**src/rtl/serial_subtractor_4_bit.sv**
```systemverilog
// serial_subtractor_4_bit: bit-serial A-B, LSB first, start/busy/done handshake; ports clk, rst, start, A, B -> D, Bout, busy, done
module serial_subtractor_4_bit #(
  parameter int WIDTH = 4
) (
  input  logic             clk,
  input  logic             rst,
  input  logic             start,
  input  logic [WIDTH-1:0] A,
  input  logic [WIDTH-1:0] B,
  output logic [WIDTH-1:0] D,
  output logic             Bout,
  output logic             busy,
  output logic             done
);
  localparam int CW = $clog2(WIDTH) + 1;
  typedef enum logic [1:0] {IDLE, SUB, DONE} state_t;
  state_t state;
  logic [WIDTH-1:0] a_sr, b_sr, d_sr, d_next;
  logic [CW-1:0] count;
  logic borrow, a, b, diff, borrow_next, last;
  always_comb begin
    a           = a_sr[0];
    b           = b_sr[0];
    diff        = a ^ b ^ borrow;
    borrow_next = (~a & b) | (~(a ^ b) & borrow);
    d_next      = {diff, d_sr[WIDTH-1:1]};
    last        = count == CW'(WIDTH - 1);
  end
  always_ff @(posedge clk) begin
    if (rst) begin
      state  <= IDLE;
      a_sr   <= '0;
      b_sr   <= '0;
      d_sr   <= '0;
      count  <= '0;
      borrow <= 1'b0;
      D      <= '0;
      Bout   <= 1'b0;
      busy   <= 1'b0;
      done   <= 1'b0;
    end else begin
      case (state)
        IDLE: begin
          done <= 1'b0;
          if (start) begin
            a_sr   <= A;
            b_sr   <= B;
            borrow <= 1'b0;
            count  <= '0;
            busy   <= 1'b1;
            state  <= SUB;
          end
        end
        SUB: begin
          a_sr   <= a_sr >> 1;
          b_sr   <= b_sr >> 1;
          d_sr   <= d_next;
          borrow <= borrow_next;
          count  <= count + CW'(1);
          if (last) begin
            D     <= d_next;
            Bout  <= borrow_next;
            done  <= 1'b1;
            state <= DONE;
          end
        end
        DONE: begin
          done  <= 1'b0;
          busy  <= 1'b0;
          state <= IDLE;
        end
        default: state <= IDLE;
      endcase
    end
  end
endmodule

```
**config.mk**
```make
export PLATFORM = sky130hd
export DESIGN_NAME = serial_subtractor_4_bit
export DESIGN_NICKNAME = d
export VERILOG_FILES = /design/src/rtl/serial_subtractor_4_bit.sv
export SDC_FILE = /design/constraint.sdc
export NUM_CORES = 1
export LEC_CHECK = 0
export BUFFER_PORTS_ARGS = -buffer_cell sky130_fd_sc_hd__buf_4
export CORE_MARGIN = 2
export CORE_UTILIZATION = 47
export CTS_CLUSTER_DIAMETER = 50
export DETAILED_ROUTE_END_ITERATION = 12
export PLACE_DENSITY = 0.75
export SYNTH_ARGS = -nofsm -noshare
export SYNTH_HDL_FRONTEND = slang
export SYNTH_SLANG_ARGS = --single-unit
```
**constraint.sdc**
```tcl
create_clock -name clk -period 1.4 [get_ports clk]
set_clock_uncertainty 0.1 [all_clocks]
set_input_delay 0.14 -clock clk [delete_from_list [all_inputs] [get_ports clk]]
set_output_delay 0.14 -clock clk [all_outputs]
set_load 0.01 [all_outputs]
```
-- Word level (Yosys, flattened, before mapping)
Index checks and enable logic that the tools add are counted.
- add/subtract/negate cells: 1
- eq/ne operators: 5
- muxes and demuxes: 15
- bitwise gates (word level): 7
- reductions and logical operators: 10
- operator list (kind ; count):
    $pmux 4 s2 ; 2
    $reduce_and 2->1 ; 5
    $mux 4 ; 2
    $pmux 1 s2 ; 3
    $pmux 3 s2 ; 1
    $reduce_bool 2->1 ; 3
    $mux 2 ; 2
    $ne 2x2->1 const B ; 2
    $pmux 2 s2 ; 1
    $add 3x1->3 const B ; 1
    $eq 3x2->1 const B ; 1
    $mux 1 ; 3
    $mux 3 ; 1
    $and 1x1->1 ; 2
    $eq 2x1->1 const B ; 1
    $eq 2x2->1 const B ; 1
    $logic_not 2->1 ; 1
    $not 1->1 ; 2
    $reduce_or 2->1 ; 1
    $xor 1x1->1 ; 2
    $or 1x1->1 ; 1
- register bits after elaboration: 25
- input bits: 11
- output and inout bits: 7
- word-level logic and storage cells: 48

-- Depth between registers and ports, before layout
Gate-level depths: netlist of the first run.
- word-level depth: 5
- depth in mapped cells: 6

-- Least setup slack after synthesis of the first run
Ideal clock, no wire load.
- path kind: flip-flop to flip-flop
- start: register count[0]
- end: register D[1]
- setup time: 0.132 ns
- arrival: 1.150 ns
- data required time: 1.168 ns
- path slack: 0.017 ns
- stages on the path, launching flop included: 7
- buffers on the path: 1
- clock period less this slack: 1.383 ns
- cells stage by stage: dfxtp_1 ha_1 ha_1 clkbuf_1 nand3b_1 nand2_1 a21oi_1
- word-level cells in the longest chain between the ends: 2
- RTL lines (item ; RTL line ; RTL):
    from (decl) ; 19 ; logic [CW-1:0] count;
    from (signal assigned) ; 59 ; count <= count + CW'(1);
    $eq 3x2->1 ; 27 ; last = count == CW'(WIDTH - 1);
    $reduce_and 2->1 (no line) ; n/a ;
    to (signal assigned) ; 61 ; D <= d_next;
    to (decl) ; 10 ; output logic [WIDTH-1:0] D,
No other way between the ends.
A chain may end at the register's enable or synchronous reset.

-- Final worst setup path of the first run
- start: register count[0]
- end: register done
- word-level cells in the longest chain between the ends: 3
- RTL lines (item ; RTL line ; RTL):
    $eq 3x2->1 ; 27 ;
    $ne 2x2->1 (no line) ; n/a ;
    $reduce_and 2->1 (no line) ; n/a ;
    to (signal assigned) ; 40 ; done <= 1'b0;
    to (signal assigned) ; 44 ; done <= 1'b0;
    to (signal assigned) ; 63 ; done <= 1'b1;
    to (decl) ; 13 ; output logic done
No other way between the ends.

==> impl_metrics.py, run 1 <==
metrics = {
    "outcome": {
        "status": "complete, no violations",
    },
    "clock_tree": {
        "cts_tree": "yes",
        "path_clk_slew_ps": 130,
        "cts.sinks": 24,
        "cts_root_buffer": "clkbuf_4",
        "clk_latency_ps": 310,
        "htreeDepth": 1,
        "numCtsBuffers": 3,
        "cts_max_path_buffers": 2,
    },
    "global_route": {
        "antenna_found_initial": 0,
        "grt_pass1_wl_um": 3040,
        "track_usage_pct": 15.9,
        "grt_pass1_vias": 720,
        "grt_overflow_total": 0,
        "grt_max_degree": 25,
    },
    "placement": {
        "io_buffers": 17,
        "place_congestion": 0.788,
        "dpl.hpwl_um": 1310,
        "placed_area_um2": 1140,
    },
    "worst_setup_path": {
        "r2r_slack_ps": 60,
        "crit_type": "reg -> reg",
        "cp_max_fo": 5,
        "startpoint_type": "flop",
        "required_ps": 1550,
        "arrival_ps": 1490,
        "endpoint_kind": "flop",
    },
    "route": {
        "vias": 784,
        "drt_pass1_iterations": 4,
        "avgRoutedWirePerCell_um": 11.8,
        "drc_errors": 0,
        "ant_nets": 0,
        "wl_um": 1850,
        "drtIter0Drc": 25,
        "viasPerCell": 5.03,
    },
    "job": {
        "cap_violations": 0,
    },
    "logic_synthesis": {
        "synth_top_flop_cell": "dfxtp_1",
        "synthArstFlopShare_pct": 0,
        "avgSynthCellArea_um2": 9.32,
        "synthCells": 105,
        "synth_cell_types": 23,
        "syn_nets": 119,
        "ys_ff_latch": 24,
        "synth-seq-area-share_pct": 49.1,
        "syn-cell-area_um2": 978,
        "synth_top_family_by_area": "simple AND/OR/NAND/NOR gates",
        "synth_edf_count": 0,
        "synthMuxAreaShare_pct": 7.16,
        "synth-simple-area-share_pct": 16.9,
        "synth_compound_area_share_pct": 16.5,
        "yosys_warnings": 0,
        "synth_fa_ha_area_share_pct": 4.60,
        "synth_xor_area_share_pct": 0,
    },
    "cells_and_area": {
        "n_antenna_cell": 0,
        "final_cell_mix": "buf_4 (24), dfxtp_1 (21), nor2_1 (14)",
        "fin_area_um2": 1220,
        "area_growth_pct": 24.7,
        "fin_nets": 144,
        "drive_above_1_share_pct": 27.1,
        "final_common_cell": "buf_4",
        "n_fill_cell": 194,
    },
    "pwr": {
        "pwr_density_cell_nw_per_um2": 1040,
        "max-vdd-ir-drop_uv": 606,
        "leakagePower_nw": 0.487,
    },
    "timing": {
        "drv_slew": 0,
        "min_period_ps": 1340,
        "worst_slew_pin_slew_ps": 328,
        "whs_ps": 57.8,
        "hold_viol": 0,
        "grt_setup_unrepaired": "true",
        "setup_viol": 0,
        "post-route-period-util_pct": 95.8,
        "fmax_mhz": 746,
        "slew_headroom_pct": 78.1,
    },
    "floorplan": {
        "placementRows": 16,
        "coreArea_um2": 1960,
        "die-height_um": 49.6,
        "start_util_pct": 49.9,
        "fp.dieW_um": 49.6,
        "io_pins": 18,
        "die_area_um2": 2460,
    },
    "hold_path": {
        "worstHoldPathType": "in -> reg",
    },
}
## path summary, 6_finish.rpt
kind                            startpoint    to  cells after the start
worst max-delay path              count[0]  done                      5
worst min-delay path                   rst  D[2]                      2
worst max register to register    count[0]  done                      5
worst min register to register        D[1]  D[1]                      2
## report_power, final
group,internal (mW),switching [mW],total [mW]
clock network,0.159,0.203,0.362
registers,0.716,0.0179,0.734
logic,0.0894,0.0867,0.176
## kinds of logic (layout without fill, tap and decap cells)
kind of cell               count (synthesis)  after routing
AOI/OAI and AO/OA                         24             24
DFF                                       24             24
adders and majority gates                  3              3
and+or+nand+nor                           37             37
muxes                                      7              7
buffers and inverters                     10             34
## registers in the layout, summed over array words and instances (netlist names)
register  cells
a_sr          4
borrow        1
busy          1
Bout          1
d_sr          3
count         3
b_sr          4
D             4
state         2
done          1
## cell usage after synthesis (all sizes together), types with 2 or more instances
| library cell | number | share of area (%) |
|---|---|---|
| nand2 | 11 | 4.2 |
| dfxtp | 24 | 49 |
| a2bb2oi | 2 | 1.8 |
| nor2b | 3 | 1.9 |
| nand3 | 4 | 2.0 |
| a22oi | 3 | 2.3 |
| ha | 2 | 2.6 |
| nor2 | 14 | 5.4 |
| a211oi | 6 | 4.6 |
| nor3 | 2 | 1.0 |
| clkbuf | 3 | 1.2 |
| buf | 3 | 3.1 |
| a21oi | 10 | 5.1 |
| inv | 4 | 1.5 |
| mux2i | 7 | 7.2 |
## worst max-delay path, cell delays in order, from the launching register on
cell,delay [ps]
dfxtp_2,350
ha_1,140
ha_2,210
nand3b_1,170
buf_4,190
a21oi_1,120
## repair_timing
action,in CTS,in global routing
endpoints found under the hold margin,2,0
buffers inserted,0,2
resized for setup,0,6
endpoints found under the setup margin,0,5
hold buffers,2,0
## area by class of cell
type                    instances  area [µm²]  area share (%)
well taps                      27        33.8            2.77
flip-flops and latches         24         484            39.7
clock buffers                   4        36.3            2.97
multi-input cells              71         450            36.9
inverters                       4        15.0            1.23
repair buffers                 26         200            16.4
## metrics by stage
step / setup slack [ps] / cells / total power, mW / util (%) / TNS, ps
4_1_cts: 24.9 / 154 / 1.27 / 60.8 / 0
3_3_place_gp: 121 / 148 / 0.909 / 57.9 / 0
3_5_place_dp: 52.5 / 148 / 0.915 / 57.9 / 0
5_1_grt: -14.5 / 156 / 1.34 / 62.2 / -23.4
2_1_floorplan: 17.2 / 105 / 0.862 / - / 0
6_report: 58.6 / 156 / 1.27 / 62.2 / 0
## layer usage
layer	vias up	part of all wire, %	global-route usage (%)
met5	-	0	0
met4	0	0.76	7.87
met3	2	3.0	2.12
met2	12	48	26.7
met1	361	48	20.0
li1	409	-	-
Note: power is estimated with default switching activity, not from simulation.
==> run 2, diff against run 1 <==
Settings changed: RECOVER_POWER set to 100.
==> run 2 against run 1 <==
Net effect:
- clock-buffer cell count stayed put
- first-iteration DRC count up 4.0%
- utilization fell by 1.7 points
- total power fell by 0.25%
- flip-flop and latch count did not move
- routed wire length up 0.38%
- critical path depth stayed put
- maximum frequency about the same
- design area down 2.7%
- final cell count unchanged
- die area stayed put
- worst setup slack improved by 0.56 ps
- critical path type unchanged
- critical endpoint unchanged
- largest cell class unchanged
==> impl_metrics.py, run 2 (synthesized netlist as in run 1, its figures left out) <==
metrics = {
    "outcome": {
        "status": "complete, no violations",
    },
    "cells_and_area": {
        "drive_above_1_share_pct": 20.9,
        "final_cell_mix": "dfxtp_1 (22), buf_4 (15), nor2_1 (14)",
        "final_common_cell": "dfxtp_1",
        "fin_nets": 144,
        "n_antenna_cell": 0,
        "n_fill_cell": 199,
        "multi_input_area_um2": 450,
        "reg_top3": "D: 4 flops, a_sr: 4 flops, b_sr: 4 flops",
        "area_growth_pct": 21.4,
        "seqCellArea_um2": 483,
    },
    "route": {
        "avgRoutedWirePerCell_um": 11.9,
        "ant_nets": 0,
        "vias": 789,
        "drt_pass1_iterations": 4,
        "viasPerCell": 5.06,
        "drtIter0Drc": 26,
        "wl_um": 1850,
        "drc_errors": 0,
    },
    "clock_tree": {
        "path_clk_slew_ps": 130,
        "cts.sinks": 24,
        "cts_tree": "yes",
        "cts_root_buffer": "clkbuf_4",
        "cts_max_path_buffers": 2,
        "numCtsBuffers": 3,
        "htreeDepth": 1,
        "clk_latency_ps": 310,
    },
    "worst_setup_path": {
        "endpoint_kind": "flop",
        "cpPeakStageDelay_ps": 350,
        "slowest_stage": "dfxtp_2",
        "crit_family": "flip-flops",
        "crit_chain": "ha_1 > ha_2 > nand3b_1 > buf_4 > a21oi_1",
        "required_ps": 1550,
        "critPathBufInv": 1,
        "cp_max_fo": 5,
        "arrival_ps": 1490,
        "crit_type": "reg -> reg",
        "startpoint_type": "flop",
    },
    "global_route": {
        "grt_overflow_total": 0,
        "track_usage_pct": 15.9,
        "grt_pass1_wl_um": 3040,
        "antenna_found_initial": 0,
        "grt_pass1_vias": 720,
        "grt_max_degree": 25,
    },
    "floorplan": {
        "io_pins": 18,
        "fp.dieW_um": 49.6,
        "placementRows": 16,
        "die-height_um": 49.6,
        "die_area_um2": 2460,
        "start_util_pct": 49.9,
        "coreArea_um2": 1960,
    },
    "pwr": {
        "p_comb_share_pct": 13.5,
        "sw_frac_of_total_pct": 24.4,
        "pwr_density_cell_nw_per_um2": 1070,
        "p_sw_mw": 0.310,
        "p_int_mw": 0.959,
        "max-vdd-ir-drop_uv": 599,
        "leakagePower_nw": 0.456,
        "p_seq_share_pct": 57.8,
        "power_frac_clock_pct": 28.7,
    },
    "timing": {
        "hold_viol": 0,
        "setup_viol": 0,
        "tns_ps": 0,
        "whs_ps": 58.8,
        "grt_setup_unrepaired": "true",
        "fmax_mhz": 746,
        "worst_slew_pin_slew_ps": 329,
        "slew_headroom_pct": 78.0,
        "post-route-period-util_pct": 95.8,
        "drv_slew": 0,
        "min_period_ps": 1340,
    },
    "job": {
        "cap_violations": 0,
    },
    "placement": {
        "place_congestion": 0.788,
        "io_buffers": 17,
        "dpl.hpwl_um": 1310,
    },
    "hold_path": {
        "worstHoldPathType": "in -> reg",
    },
}
-- run 2: repair_timing --
action	CTS	global route
gates resized for setup	0	6
setup endpoints to repair	0	5
buffers inserted	0	2
hold endpoints to repair	2	0
hold buffers	2	0
-- run 2: through the flow --
step	cells	power [mW]	util [%]	worst slack, ps	area [µm²]
2_1_floorplan	105	0.862	-	17.2	978
3_3_place_gp	148	0.909	57.9	121	1140
3_5_place_dp	148	0.915	57.9	52.5	1140
4_1_cts	154	1.27	60.8	24.9	1190
5_1_grt	156	1.33	60.5	-14.5	1190
6_report	156	1.27	60.5	59.2	1190
-- run 2: final cells by class --
class / count / share of cell area (%)
flip-flops and latches: 24 / 40.7
multi-input cells: 71 / 37.9
repair buffers: 26 / 14.2
clock buffers: 4 / 3.06
well taps: 27 / 2.85
inverters: 4 / 1.26
-- run 2: power by group through the flow --
stage	Combinational, mW	Clock, mW	Sequential [mW]
after global placement	0.163	0	0.747
after floorplan	0.115	0	0.748
after global routing	0.192	0.403	0.738
after CTS	0.172	0.368	0.733
final	0.172	0.364	0.733
after detailed placement	0.166	0	0.749
-- run 2: layer usage --
metal  routed length, µm  part of all wire (%)  global-route usage, %  up-vias
met2                 879                    47                   26.7       10
met5                   0                     0                      0        -
met1                 902                    49                   20.0      366
met3                  55                   3.0                   2.12        2
li1                    -                     -                      -      411
met4                  14                  0.76                   7.87        0
-- run 2: worst paths after layout --
kind	start	end	slack (ps)	cells after the start
setup / recovery	count[0]	done	60	5
hold reg to reg	D[1]	D[1]	360	2
hold / removal	rst	D[2]	60	2
setup reg to reg	count[0]	done	60	5
